### src/rtl/pill_feeder_if.sv
// Signal bundle between the pill feeder and the bottle-counting side.
// The feeder uses the slave modport; the counting FSM or bench uses master.
interface pill_feeder_if;
    logic       run_en;
    logic       bottle_full;
    logic       hopper_stop;
    logic       hopper_add;
    logic       conveyor_stop;
    logic       estop;
    logic       fault_clr;
    logic       pill_pulse;
    logic [7:0] hopper_level;
    logic       hopper_low;
    logic       feeding;
    logic       conveyor_busy;
    logic       fault;
    logic [1:0] fault_code;

    modport master (
        output run_en, bottle_full, hopper_stop, hopper_add, conveyor_stop, estop, fault_clr,
        input  pill_pulse, hopper_level, hopper_low, feeding, conveyor_busy, fault, fault_code
    );

    modport slave (
        input  run_en, bottle_full, hopper_stop, hopper_add, conveyor_stop, estop, fault_clr,
        output pill_pulse, hopper_level, hopper_low, feeding, conveyor_busy, fault, fault_code
    );
endinterface

### src/rtl/pill_feeder_ctrl.sv
// Hopper/conveyor feed stage: paced pill pulses, hopper level, conveyor indexing, faults.
// Optional build macro PILL_JITTER_EN adds LFSR-based jitter to the pill spacing.
module pill_feeder_ctrl #(
    parameter int FEED_PERIOD   = 250,
    parameter int HOPPER_CAP    = 200,
    parameter int REFILL_STEP   = 50,
    parameter int LOW_LEVEL     = 20,
    parameter int CHANGE_CYCLES = 1000,
    parameter int STALL_TIMEOUT = 3000
) (
    input  logic         clk_1khz,
    input  logic         switch_clr,
    pill_feeder_if.slave bus
);
    // Pace is widened by 32 so the jittered terminal count always fits.
    localparam int PACE_W  = $clog2(FEED_PERIOD + 32);
    localparam int CHG_W   = $clog2(CHANGE_CYCLES);
    localparam int STALL_W = $clog2(STALL_TIMEOUT);

    localparam logic [CHG_W-1:0]   CHG_LAST   = CHG_W'(CHANGE_CYCLES - 1);
    localparam logic [STALL_W-1:0] STALL_LAST = STALL_W'(STALL_TIMEOUT - 1);
    localparam logic [7:0]         CAP_LVL    = 8'(HOPPER_CAP);
    localparam logic [7:0]         LOW_LVL    = 8'(LOW_LEVEL);

    localparam logic [1:0] FC_NONE    = 2'd0;
    localparam logic [1:0] FC_ESTOP   = 2'd1;
    localparam logic [1:0] FC_JAM     = 2'd2;
    localparam logic [1:0] FC_STARVED = 2'd3;

    typedef enum logic [2:0] {
        ST_IDLE   = 3'd0,
        ST_FEED   = 3'd1,
        ST_CHANGE = 3'd2,
        ST_STALL  = 3'd3,
        ST_FAULT  = 3'd4
    } state_t;

    // Next hopper level: optional decrement, optional refill, saturate at capacity.
    function automatic logic [7:0] next_level(input logic [7:0] level, input logic dec, input logic add);
        logic [8:0] sum;
        sum = {1'b0, level} - {8'd0, dec} + (add ? 9'(REFILL_STEP) : 9'd0);
        if (sum > {1'b0, CAP_LVL}) begin
            next_level = CAP_LVL;
        end else begin
            next_level = sum[7:0];
        end
    endfunction

    state_t              state_r, state_n;
    logic [PACE_W-1:0]   pace_r, pace_n, pace_term_s;
    logic [CHG_W-1:0]    chg_r, chg_n;
    logic [STALL_W-1:0]  stall_r, stall_n;
    logic [1:0]          code_r, code_n;
    logic [7:0]          hopper_level_r, level_n;
    logic                pill_s;
    logic                pill_pulse_r, feeding_r, conveyor_busy_r, fault_r, hopper_low_r;
    logic [1:0]          add_sync_r, clr_sync_r;
    logic                add_prev_r, clr_prev_r;
    logic                add_rise_s, clr_rise_s;

    // Two-flop synchronisers and rising-edge history for the raw buttons.
    always_ff @(posedge clk_1khz or negedge switch_clr) begin
        if (!switch_clr) begin
            add_sync_r <= 2'b00;
            clr_sync_r <= 2'b00;
            add_prev_r <= 1'b0;
            clr_prev_r <= 1'b0;
        end else begin
            add_sync_r <= {add_sync_r[0], bus.hopper_add};
            clr_sync_r <= {clr_sync_r[0], bus.fault_clr};
            add_prev_r <= add_sync_r[1];
            clr_prev_r <= clr_sync_r[1];
        end
    end

    assign add_rise_s = add_sync_r[1] & ~add_prev_r;
    assign clr_rise_s = clr_sync_r[1] & ~clr_prev_r;

`ifdef PILL_JITTER_EN
    logic [7:0] lfsr_r;

    // Fibonacci LFSR (taps 8,6,5,4) stepped once per dispensed pill.
    always_ff @(posedge clk_1khz or negedge switch_clr) begin
        if (!switch_clr) begin
            lfsr_r <= 8'hA5;
        end else if (pill_s) begin
            lfsr_r <= {lfsr_r[6:0], lfsr_r[7] ^ lfsr_r[5] ^ lfsr_r[4] ^ lfsr_r[3]};
        end else begin
            lfsr_r <= lfsr_r;
        end
    end

    assign pace_term_s = PACE_W'(FEED_PERIOD - 32) + PACE_W'(lfsr_r[5:0]);
`else
    assign pace_term_s = PACE_W'(FEED_PERIOD - 1);
`endif

    // Next-state logic; estop outranks every other transition outside FAULT.
    always_comb begin
        state_n = state_r;
        pace_n  = pace_r;
        chg_n   = chg_r;
        stall_n = stall_r;
        code_n  = code_r;
        pill_s  = 1'b0;
        case (state_r)
            ST_IDLE: begin
                pace_n  = {PACE_W{1'b0}};
                chg_n   = {CHG_W{1'b0}};
                stall_n = {STALL_W{1'b0}};
                if (bus.estop) begin
                    state_n = ST_FAULT;
                    code_n  = FC_ESTOP;
                end else if (bus.run_en) begin
                    state_n = ST_FEED;
                end else begin
                    state_n = ST_IDLE;
                end
            end
            ST_FEED: begin
                if (bus.estop) begin
                    state_n = ST_FAULT;
                    code_n  = FC_ESTOP;
                end else if (bus.bottle_full) begin
                    state_n = ST_CHANGE;
                    pace_n  = {PACE_W{1'b0}};
                    chg_n   = {CHG_W{1'b0}};
                end else if (!bus.run_en) begin
                    state_n = ST_IDLE;
                    pace_n  = {PACE_W{1'b0}};
                end else if (bus.hopper_stop) begin
                    pace_n = pace_r;
                end else if (pace_r == pace_term_s) begin
                    pace_n = {PACE_W{1'b0}};
                    if (hopper_level_r != 8'd0) begin
                        pill_s = 1'b1;
                    end else begin
                        state_n = ST_STALL;
                        stall_n = {STALL_W{1'b0}};
                    end
                end else begin
                    pace_n = pace_r + PACE_W'(1);
                end
            end
            ST_CHANGE: begin
                if (bus.estop) begin
                    state_n = ST_FAULT;
                    code_n  = FC_ESTOP;
                end else if (bus.conveyor_stop) begin
                    state_n = ST_FAULT;
                    code_n  = FC_JAM;
                end else if (chg_r == CHG_LAST) begin
                    chg_n   = {CHG_W{1'b0}};
                    pace_n  = {PACE_W{1'b0}};
                    state_n = bus.run_en ? ST_FEED : ST_IDLE;
                end else begin
                    chg_n = chg_r + CHG_W'(1);
                end
            end
            ST_STALL: begin
                if (bus.estop) begin
                    state_n = ST_FAULT;
                    code_n  = FC_ESTOP;
                end else if (!bus.run_en) begin
                    state_n = ST_IDLE;
                end else if (hopper_level_r != 8'd0) begin
                    state_n = ST_FEED;
                    pace_n  = {PACE_W{1'b0}};
                    stall_n = {STALL_W{1'b0}};
                end else if (stall_r == STALL_LAST) begin
                    state_n = ST_FAULT;
                    code_n  = FC_STARVED;
                end else begin
                    stall_n = stall_r + STALL_W'(1);
                end
            end
            ST_FAULT: begin
                // A clear edge seen while estop or jam persists is simply lost.
                if (clr_rise_s && !bus.estop && !bus.conveyor_stop) begin
                    state_n = ST_IDLE;
                    code_n  = FC_NONE;
                end else begin
                    state_n = ST_FAULT;
                end
            end
            default: begin
                state_n = ST_IDLE;
                code_n  = FC_NONE;
            end
        endcase
        level_n = next_level(hopper_level_r, pill_s, add_rise_s);
    end

    // State, counters, hopper level and registered status outputs.
    always_ff @(posedge clk_1khz or negedge switch_clr) begin
        if (!switch_clr) begin
            state_r         <= ST_IDLE;
            pace_r          <= {PACE_W{1'b0}};
            chg_r           <= {CHG_W{1'b0}};
            stall_r         <= {STALL_W{1'b0}};
            code_r          <= FC_NONE;
            hopper_level_r  <= CAP_LVL;
            pill_pulse_r    <= 1'b0;
            feeding_r       <= 1'b0;
            conveyor_busy_r <= 1'b0;
            fault_r         <= 1'b0;
            hopper_low_r    <= 1'b0;
        end else begin
            state_r         <= state_n;
            pace_r          <= pace_n;
            chg_r           <= chg_n;
            stall_r         <= stall_n;
            code_r          <= code_n;
            hopper_level_r  <= level_n;
            pill_pulse_r    <= pill_s;
            feeding_r       <= (state_n == ST_FEED);
            conveyor_busy_r <= (state_n == ST_CHANGE);
            fault_r         <= (state_n == ST_FAULT);
            hopper_low_r    <= (level_n <= LOW_LVL);
        end
    end

    assign bus.pill_pulse    = pill_pulse_r;
    assign bus.hopper_level  = hopper_level_r;
    assign bus.hopper_low    = hopper_low_r;
    assign bus.feeding       = feeding_r;
    assign bus.conveyor_busy = conveyor_busy_r;
    assign bus.fault         = fault_r;
    assign bus.fault_code    = code_r;
endmodule

### src/flat_wrapper.sv
// flat-port wrapper written by rule: the top's interface ports become plain ports
module pill_feeder_ctrl_flat 
#(
    parameter int FEED_PERIOD   = 250,
    parameter int HOPPER_CAP    = 200,
    parameter int REFILL_STEP   = 50,
    parameter int LOW_LEVEL     = 20,
    parameter int CHANGE_CYCLES = 1000,
    parameter int STALL_TIMEOUT = 3000
)
  (clk_1khz, switch_clr, bus_run_en, bus_bottle_full, bus_hopper_stop, bus_hopper_add, bus_conveyor_stop, bus_estop, bus_fault_clr, bus_pill_pulse, bus_hopper_level, bus_hopper_low, bus_feeding, bus_conveyor_busy, bus_fault, bus_fault_code);
  pill_feeder_if bus_i ();
  input  logic clk_1khz;
  input  logic switch_clr;
  input wire logic [$bits(bus_i.run_en)-1:0] bus_run_en;
  input wire logic [$bits(bus_i.bottle_full)-1:0] bus_bottle_full;
  input wire logic [$bits(bus_i.hopper_stop)-1:0] bus_hopper_stop;
  input wire logic [$bits(bus_i.hopper_add)-1:0] bus_hopper_add;
  input wire logic [$bits(bus_i.conveyor_stop)-1:0] bus_conveyor_stop;
  input wire logic [$bits(bus_i.estop)-1:0] bus_estop;
  input wire logic [$bits(bus_i.fault_clr)-1:0] bus_fault_clr;
  output wire logic [$bits(bus_i.pill_pulse)-1:0] bus_pill_pulse;
  output wire logic [$bits(bus_i.hopper_level)-1:0] bus_hopper_level;
  output wire logic [$bits(bus_i.hopper_low)-1:0] bus_hopper_low;
  output wire logic [$bits(bus_i.feeding)-1:0] bus_feeding;
  output wire logic [$bits(bus_i.conveyor_busy)-1:0] bus_conveyor_busy;
  output wire logic [$bits(bus_i.fault)-1:0] bus_fault;
  output wire logic [$bits(bus_i.fault_code)-1:0] bus_fault_code;
  assign bus_i.run_en = bus_run_en;
  assign bus_i.bottle_full = bus_bottle_full;
  assign bus_i.hopper_stop = bus_hopper_stop;
  assign bus_i.hopper_add = bus_hopper_add;
  assign bus_i.conveyor_stop = bus_conveyor_stop;
  assign bus_i.estop = bus_estop;
  assign bus_i.fault_clr = bus_fault_clr;
  assign bus_pill_pulse = bus_i.pill_pulse;
  assign bus_hopper_level = bus_i.hopper_level;
  assign bus_hopper_low = bus_i.hopper_low;
  assign bus_feeding = bus_i.feeding;
  assign bus_conveyor_busy = bus_i.conveyor_busy;
  assign bus_fault = bus_i.fault;
  assign bus_fault_code = bus_i.fault_code;
  pill_feeder_ctrl #(.FEED_PERIOD(FEED_PERIOD), .HOPPER_CAP(HOPPER_CAP), .REFILL_STEP(REFILL_STEP), .LOW_LEVEL(LOW_LEVEL), .CHANGE_CYCLES(CHANGE_CYCLES), .STALL_TIMEOUT(STALL_TIMEOUT)) u_core (.clk_1khz(clk_1khz), .switch_clr(switch_clr), .bus(bus_i));
endmodule
### config.mk
export PLATFORM = sky130hd
export DESIGN_NAME = pill_feeder_ctrl_flat
export DESIGN_NICKNAME = d
export VERILOG_FILES = /design/src/rtl/pill_feeder_if.sv /design/src/rtl/pill_feeder_ctrl.sv /design/src/flat_wrapper.sv
export SDC_FILE = /design/constraint.sdc
export NUM_CORES = 1
export LEC_CHECK = 0
export BUFFER_PORTS_ARGS = -buffer_cell sky130_fd_sc_hd__buf_4
export CAP_MARGIN = 20
export CORE_MARGIN = 2
export CORE_UTILIZATION = 38
export CTS_CLUSTER_DIAMETER = 100
export DETAILED_ROUTE_END_ITERATION = 7
export SYNTH_ARGS = -nofsm -noshare
export SYNTH_HDL_FRONTEND = slang
export SYNTH_SLANG_ARGS = --single-unit
### constraint.sdc
create_clock -name clk_1khz -period 4.9 [get_ports clk_1khz]
set_input_delay 0.98 -clock clk_1khz [delete_from_list [all_inputs] [get_ports clk_1khz]]
set_output_delay 0.98 -clock clk_1khz [all_outputs]
set_load 0.05 [all_outputs]
Word-level counts from Yosys, hierarchy flattened
Cells that the tools add are included. W data, S select, Z words.

Word-level logic and storage cells: 135. Memories kept: 0. Register bits: 55. Bits of input ports: 9. Memory bits (read-only): 0. Latch bits: 0. Bits in writable memories: 0.

Order comparisons: 2. Eq/ne operators: 31. Add/subtract/negate cells: 5. Shifts and indexed selects: 0. Bitwise logic cells: 4. Multipliers: 0. Div/mod/pow operators: 0. Reductions and logical operators: 14. Multiplexer cells: 64.

Operators by type and width (count): $mux W12 (10); $mux W9 (11); $mux W10 (5); $mux W3 (15); $pmux W12 S3 (1); $pmux W9 S4 (1); $pmux W10 S3 (1); $ne A2 B2 Y1 const B (10); $mux W2 (8); $pmux W3 S5 (1); $add A12 B1 Y12 const B (1); $eq A12 B12 Y1 const B (1); $add A10 B1 Y10 const B (1); $eq A10 B10 Y1 const B (1); $ne A2 B1 Y1 const B (5); $reduce_and A10 Y1 (1); $add A9 B1 Y9 const B (1); $add A9 B9 Y9 (1); $eq A3 B2 Y1 const B (3); $eq A9 B8 Y1 const B (1); $gt A9 B8 Y1 const B (1); $ne A3 B3 Y1 const B (3); $reduce_and A9 Y1 (1); $sub A8 B1 Y9 (1); other kinds (20) (35).

Depth between registers and ports, before layout
Word-level depth: 13. Mapped depth: 15. Gate-level depth less buffers: 15.

Least setup slack after synthesis
OpenSTA, ideal clock, no wires.

Path kind: register -> register. From: reg u_core.pace_r[1]. To: reg u_core.hopper_level_r[4], in the netlist u_core.bus.hopper_level[4]. Path buffers: 0. Setup time: 0.154 ns. Data required time: 4.746 ns. Period minus slack after synthesis: 3.861 ns. Data arrival time: 3.707 ns. Stages on the path, launching flop included: 16. Path slack: 1.039 ns. Path through: dfrtp_1 -> inv_1 -> ha_1 -> nand2_1 -> nor3_1 -> nand2_1 -> nor4_1 -> ha_1 -> inv_1 -> ha_1 -> fa_1 -> nor2b_1 -> o31a_1 -> o21a_1 -> a2111oi_2 -> a211oi_1.

Word-level cells in the longest chain between the ends: 11.

Ends and longest elaborated chain: start, declared (line pill_feeder_ctrl.sv:50) `logic [PACE_W-1:0] pace_r, pace_n, pace_term_s;`; start signal, assigned (line pill_feeder_ctrl.sv:198) `pace_r <= {PACE_W{1'b0}};`; start signal, assigned (line pill_feeder_ctrl.sv:210) `pace_r <= pace_n;`; $eq A9 B8 Y1 (*) (line pill_feeder_ctrl.sv:133) `end else if (pace_r == pace_term_s) begin`; $mux W1 (*) (line pill_feeder_ctrl.sv:133); $mux W1 (*) (line pill_feeder_ctrl.sv:131) `end else if (bus.hopper_stop) begin`; $mux W1 (*) (line pill_feeder_ctrl.sv:128) `end else if (!bus.run_en) begin`; $mux W1 (*) (line pill_feeder_ctrl.sv:124) `end else if (bus.bottle_full) begin`; $mux W1 (*) (line pill_feeder_ctrl.sv:121) `if (bus.estop) begin`; $mux W1 (*) (line pill_feeder_ctrl.sv:106) `case (state_r)`; named net u_core.pill_s (line pill_feeder_ctrl.sv:55) `logic pill_s;`; $sub A8 B1 Y9 (*) (line pill_feeder_ctrl.sv:41) `sum = {1'b0, level} - {8'd0, dec} + (add ? 9'(REFILL_STEP) : 9'd0);`; $add A9 B9 Y9 (*) (line pill_feeder_ctrl.sv:41); $gt A9 B8 Y1 (line pill_feeder_ctrl.sv:42) `if (sum > {1'b0, CAP_LVL}) begin`; $mux W8 (*) (line pill_feeder_ctrl.sv:42); named net u_core.level_n[4] (line pill_feeder_ctrl.sv:54) `logic [7:0] hopper_level_r, level_n;`; end signal, assigned (line pill_feeder_ctrl.sv:214) `hopper_level_r <= level_n;`; end, declared (line pill_feeder_ctrl.sv:54).

Mark *: on every way through the listed nets, which the timed path passes. The rest lies on a longest branch. A chain may end at the register's enable or synchronous reset.

Final worst setup path
From: reg u_core.state_r[0]. To: reg u_core.hopper_level_r[1], in the netlist u_core.bus.hopper_level[1].

Word-level cells in the longest chain between the ends: 6.

Ends and longest elaborated chain: start, declared (line pill_feeder_ctrl.sv:49) `state_t state_r, state_n;`; start signal, assigned (line pill_feeder_ctrl.sv:209) `state_r <= state_n;`; $eq A3 B1 Y1 (*) (line pill_feeder_ctrl.sv:106); $mux W1 (*) (line pill_feeder_ctrl.sv:106); named net u_core.pill_s (line pill_feeder_ctrl.sv:55); $sub A8 B1 Y9 (*) (line pill_feeder_ctrl.sv:41); $add A9 B9 Y9 (*) (line pill_feeder_ctrl.sv:41); $gt A9 B8 Y1 (line pill_feeder_ctrl.sv:42); $mux W8 (*) (line pill_feeder_ctrl.sv:42); named net u_core.level_n[1] (line pill_feeder_ctrl.sv:54).

Marks and branches as above.

==> results.sh <==
export IMPL_status="finished, final reports clean"
export IMPL_grt_overflow=0
export IMPL_timing_hold_violations_final=0
export IMPL_crit_arrival_ns=4.29
export IMPL_n_antenna_cell=0
export IMPL_wl_per_cell_um=15.2
export IMPL_areaGrowthSynthToFinish_pct=10.7
export IMPL_cts_root_buf="clkbuf_8"
export IMPL_clock_skew_ns=0.00726
export IMPL_maxCapViolations=0
export IMPL_numCtsBuffers=5
export IMPL_synth_seq_cells=55
export IMPL_ff_latch_area_mm2=0.00138
export IMPL_grt_max_degree=56
export IMPL_synthMuxAreaShare_pct=0.298
export IMPL_syn_inst=368
export IMPL_htreeDepth=2
export IMPL_critPathRequiredTime_ns=5.07
export IMPL_syn_area_mm2=0.00336
export IMPL_pwr_share_clk_pct=16.5
export IMPL_core_mm2=0.00864
export IMPL_drive_above_1_share_pct=11.6
export IMPL_peakVddDrop_mv=0.387
export IMPL_async_flop_share_pct=100
export IMPL_die_area_mm2=0.00961
export IMPL_synthFlopType="dfrtp_1"
export IMPL_final_common_cell="dfrtp_1"
export IMPL_ioPinCount=24
export IMPL_cp_end_kind="flip-flop"
export IMPL_ys_seq_area_share_pct=41.1
export IMPL_port_buffers=23
export IMPL_hold_path_class="flip-flop to flip-flop"
export IMPL_power_density_mw_per_mm2=394
export IMPL_synth_cell_types=61
export IMPL_layout_common_cells="dfrtp_1, o21ai_0, buf_4"
export IMPL_max_stage_delay_ns=0.59
export IMPL_vias_per_cell=5.71
export IMPL_grt_pass1_vias=2769
export IMPL_place_congestion=0.816
export IMPL_hpwlAfterDp_um=5470
export IMPL_cts_tree="done"
export IMPL_syn_nets=395
export IMPL_slowest_stage="dfrtp_1"
export IMPL_chipHeight_um=98.0
export IMPL_grt_pass1_wl_um=13300
export IMPL_multi_input_area_mm2=0.00184
export IMPL_cts_resized=0
export IMPL_max_freq_mhz=243
export IMPL_n_fill_cell=868
export IMPL_crit_path_frequent_cell="ha_1"
export IMPL_seqPwrFrac_pct=37.3
export IMPL_period_share_pct=84.1
export IMPL_synth_edf_count=0
export IMPL_p_sw_share_pct=41.6
export IMPL_vias=2839
export IMPL_ant_nets=0
export IMPL_path_max_fanout=13
export IMPL_clk_latency_ns=0.30
export IMPL_leakage_nw=1.62
export IMPL_layout_min_cycle_time_ns=4.12
export IMPL_p_int_mw=0.857
export IMPL_synth_simple_area_share_pct=23.5
export IMPL_synthAdderAreaFrac_pct=6.93
export IMPL_tightest_slew_ns=0.790
export IMPL_first_pass_iters=4
export IMPL_avgSynthCellArea_um2=9.13
export IMPL_antenna_found_initial=0
export IMPL_cts_setup_buffers=0
export IMPL_rsz0062_at_grt="no"
export IMPL_grt_usage_pct=16.8
export IMPL_cts_buffer_depth=2
export IMPL_synthXorXnorAreaFrac_pct=0.521
export IMPL_setup_viol=0
export IMPL_cts_sinks=55
export IMPL_fin_hold_ws_ns=0.357
export IMPL_hold_buffers=0
export IMPL_final_nets=417
export IMPL_switching_power_mw=0.609
export IMPL_num_rows=34
export IMPL_slew_headroom_pct=47.3
export IMPL_fp_dieW_um=98.0
export IMPL_setup_tns_ns=0
export IMPL_critPathLaunchType="flip-flop"
export IMPL_critPathKind="flip-flop to flip-flop"
export IMPL_wirelength_um=7550
export IMPL_pwr_share_comb_pct=46.2
export IMPL_path_clk_slew_ns=0.10
export IMPL_synth_top_family_by_area="compound AO/OA/AOI/OAI gates"
export IMPL_slew_violations=0
export IMPL_start_util_pct=38.9
export IMPL_synth_compound_area_share_pct=23.7
export IMPL_ys_warn_count=0
export IMPL_drt_initial_drc_count=114
export IMPL_cp_cell_sequence="nor3b_1 -> nand3b_1 -> nor4_1 -> ha_1 -> inv_1 -> ha_1 -> fa_1 -> nor2b_1 -> o31a_1 -> a21o_1 -> a311oi_1 -> a21oi_1"
export IMPL_drc=0
[power by group through the flow]
stage          Clock (mW)  Sequential [mW]  Combinational, mW
6_report            0.242            0.547              0.678
5_1_grt             0.271            0.555              0.749
4_1_cts             0.248            0.548              0.672
3_5_place_dp            0            0.556              0.669
3_3_place_gp            0            0.556              0.660
2_1_floorplan           0            0.634              0.412
[sequential cells by signal, summed over array words and instances, names as in the netlist, 2 cells and up]
signal,flops
u_core.state_r,3
u_core.pace_r,9
u_core.clr_sync_r,2
u_core.bus.hopper_level,8
u_core.bus.fault_code,2
u_core.add_sync_r,2
u_core.chg_r,10
u_core.stall_r,12
[metal layers]
metal | vias to the layer above | routed length [um] | track usage, % | share of wire, %
met1 | 1368 | 3810 | 24.3 | 50
li1 | 1423 | - | - | -
met5 | - | 0 | 0 | 0
met3 | 10 | 215 | 2.79 | 2.8
met2 | 38 | 3430 | 25.8 | 45
met4 | 0 | 97 | 4.81 | 1.3
[cell type report]
type	instances	share of cell area [%]
Timing Repair Buffer	27	5.38
Multi-Input combinational cell	278	49.6
Sequential cell	55	37.1
Clock buffer	6	1.95
Inverter	23	2.32
Tap cell	108	3.63
[kinds of logic (layout without fill, tap and decap cells)]
logic type / after synthesis / after routing
flops: 55 / 55
xor+xnor: 2 / 2
compound gates: 114 / 114
fa+ha+maj: 18 / 18
buf+inv: 35 / 56
simple gates: 143 / 143
mux: 1 / 1
[cells in the mapped netlist (5+ instances only)]
| cell | n | area share, % |
|---|---|---|
| a21o_1 | 10 | 2.2 |
| a21oi_1 | 9 | 1.3 |
| a31oi_1 | 6 | 1.1 |
| and3_1 | 6 | 1.1 |
| clkbuf_1 | 9 | 1.0 |
| dfrtp_1 | 52 | 39 |
| ha_1 | 17 | 6.3 |
| inv_1 | 23 | 2.6 |
| nand2_1 | 21 | 2.3 |
| nand2b_1 | 6 | 1.1 |
| nand3_1 | 21 | 3.1 |
| nand4_1 | 5 | 0.93 |
| nor2_1 | 25 | 2.8 |
| nor2b_1 | 8 | 1.5 |
| nor3_1 | 15 | 2.2 |
| nor4_1 | 6 | 1.1 |
| o21ai_0 | 27 | 4.0 |
| o21ai_1 | 6 | 0.89 |
| o31ai_1 | 23 | 5.1 |
[stage by stage]
| stage | std cells | setup WS, ns | utilization [%] | power [mW] | cell area [um2] |
|---|---|---|---|---|---|
| 2_1_floorplan | 368 | 1.04 | - | 1.05 | 3360 |
| 3_3_place_gp | 489 | 0.844 | 42.1 | 1.22 | 3630 |
| 3_5_place_dp | 489 | 0.721 | 42.1 | 1.23 | 3630 |
| 4_1_cts | 495 | 0.844 | 42.9 | 1.47 | 3710 |
| 5_1_grt | 497 | 0.518 | 43.1 | 1.57 | 3720 |
| 6_report | 497 | 0.779 | 43.1 | 1.47 | 3720 |
[critical path: cells and delay by family, from the launching register on]
kind | cells | cell delay, ns
buf+inv | 1 | 0.04
fa+ha+maj | 3 | 0.81
simple gates | 4 | 1.41
compound gates | 4 | 1.15
flops | 1 | 0.59
[final timing paths]
| path | cells past startpoint | slack (ns) | endpoint | start |
|---|---|---|---|---|
| setup / recovery | 12 | 0.78 | u_core.bus.hopper_level[1] | u_core.state_r[0] |
| hold / removal | 0 | 0.36 | u_core.add_sync_r[1] | u_core.add_sync_r[0] |
| setup reg to reg | 12 | 0.78 | u_core.bus.hopper_level[1] | u_core.state_r[0] |
| hold reg to reg | 0 | 0.36 | u_core.add_sync_r[1] | u_core.add_sync_r[0] |
| max in group asynchronous | 1 | 3.73 | u_core.stall_r[5] | switch_clr |
| min in group asynchronous | 1 | 0.72 | u_core.bus.hopper_level[4] | switch_clr |
No activity file was read; power rests on OpenSTA's default activity.
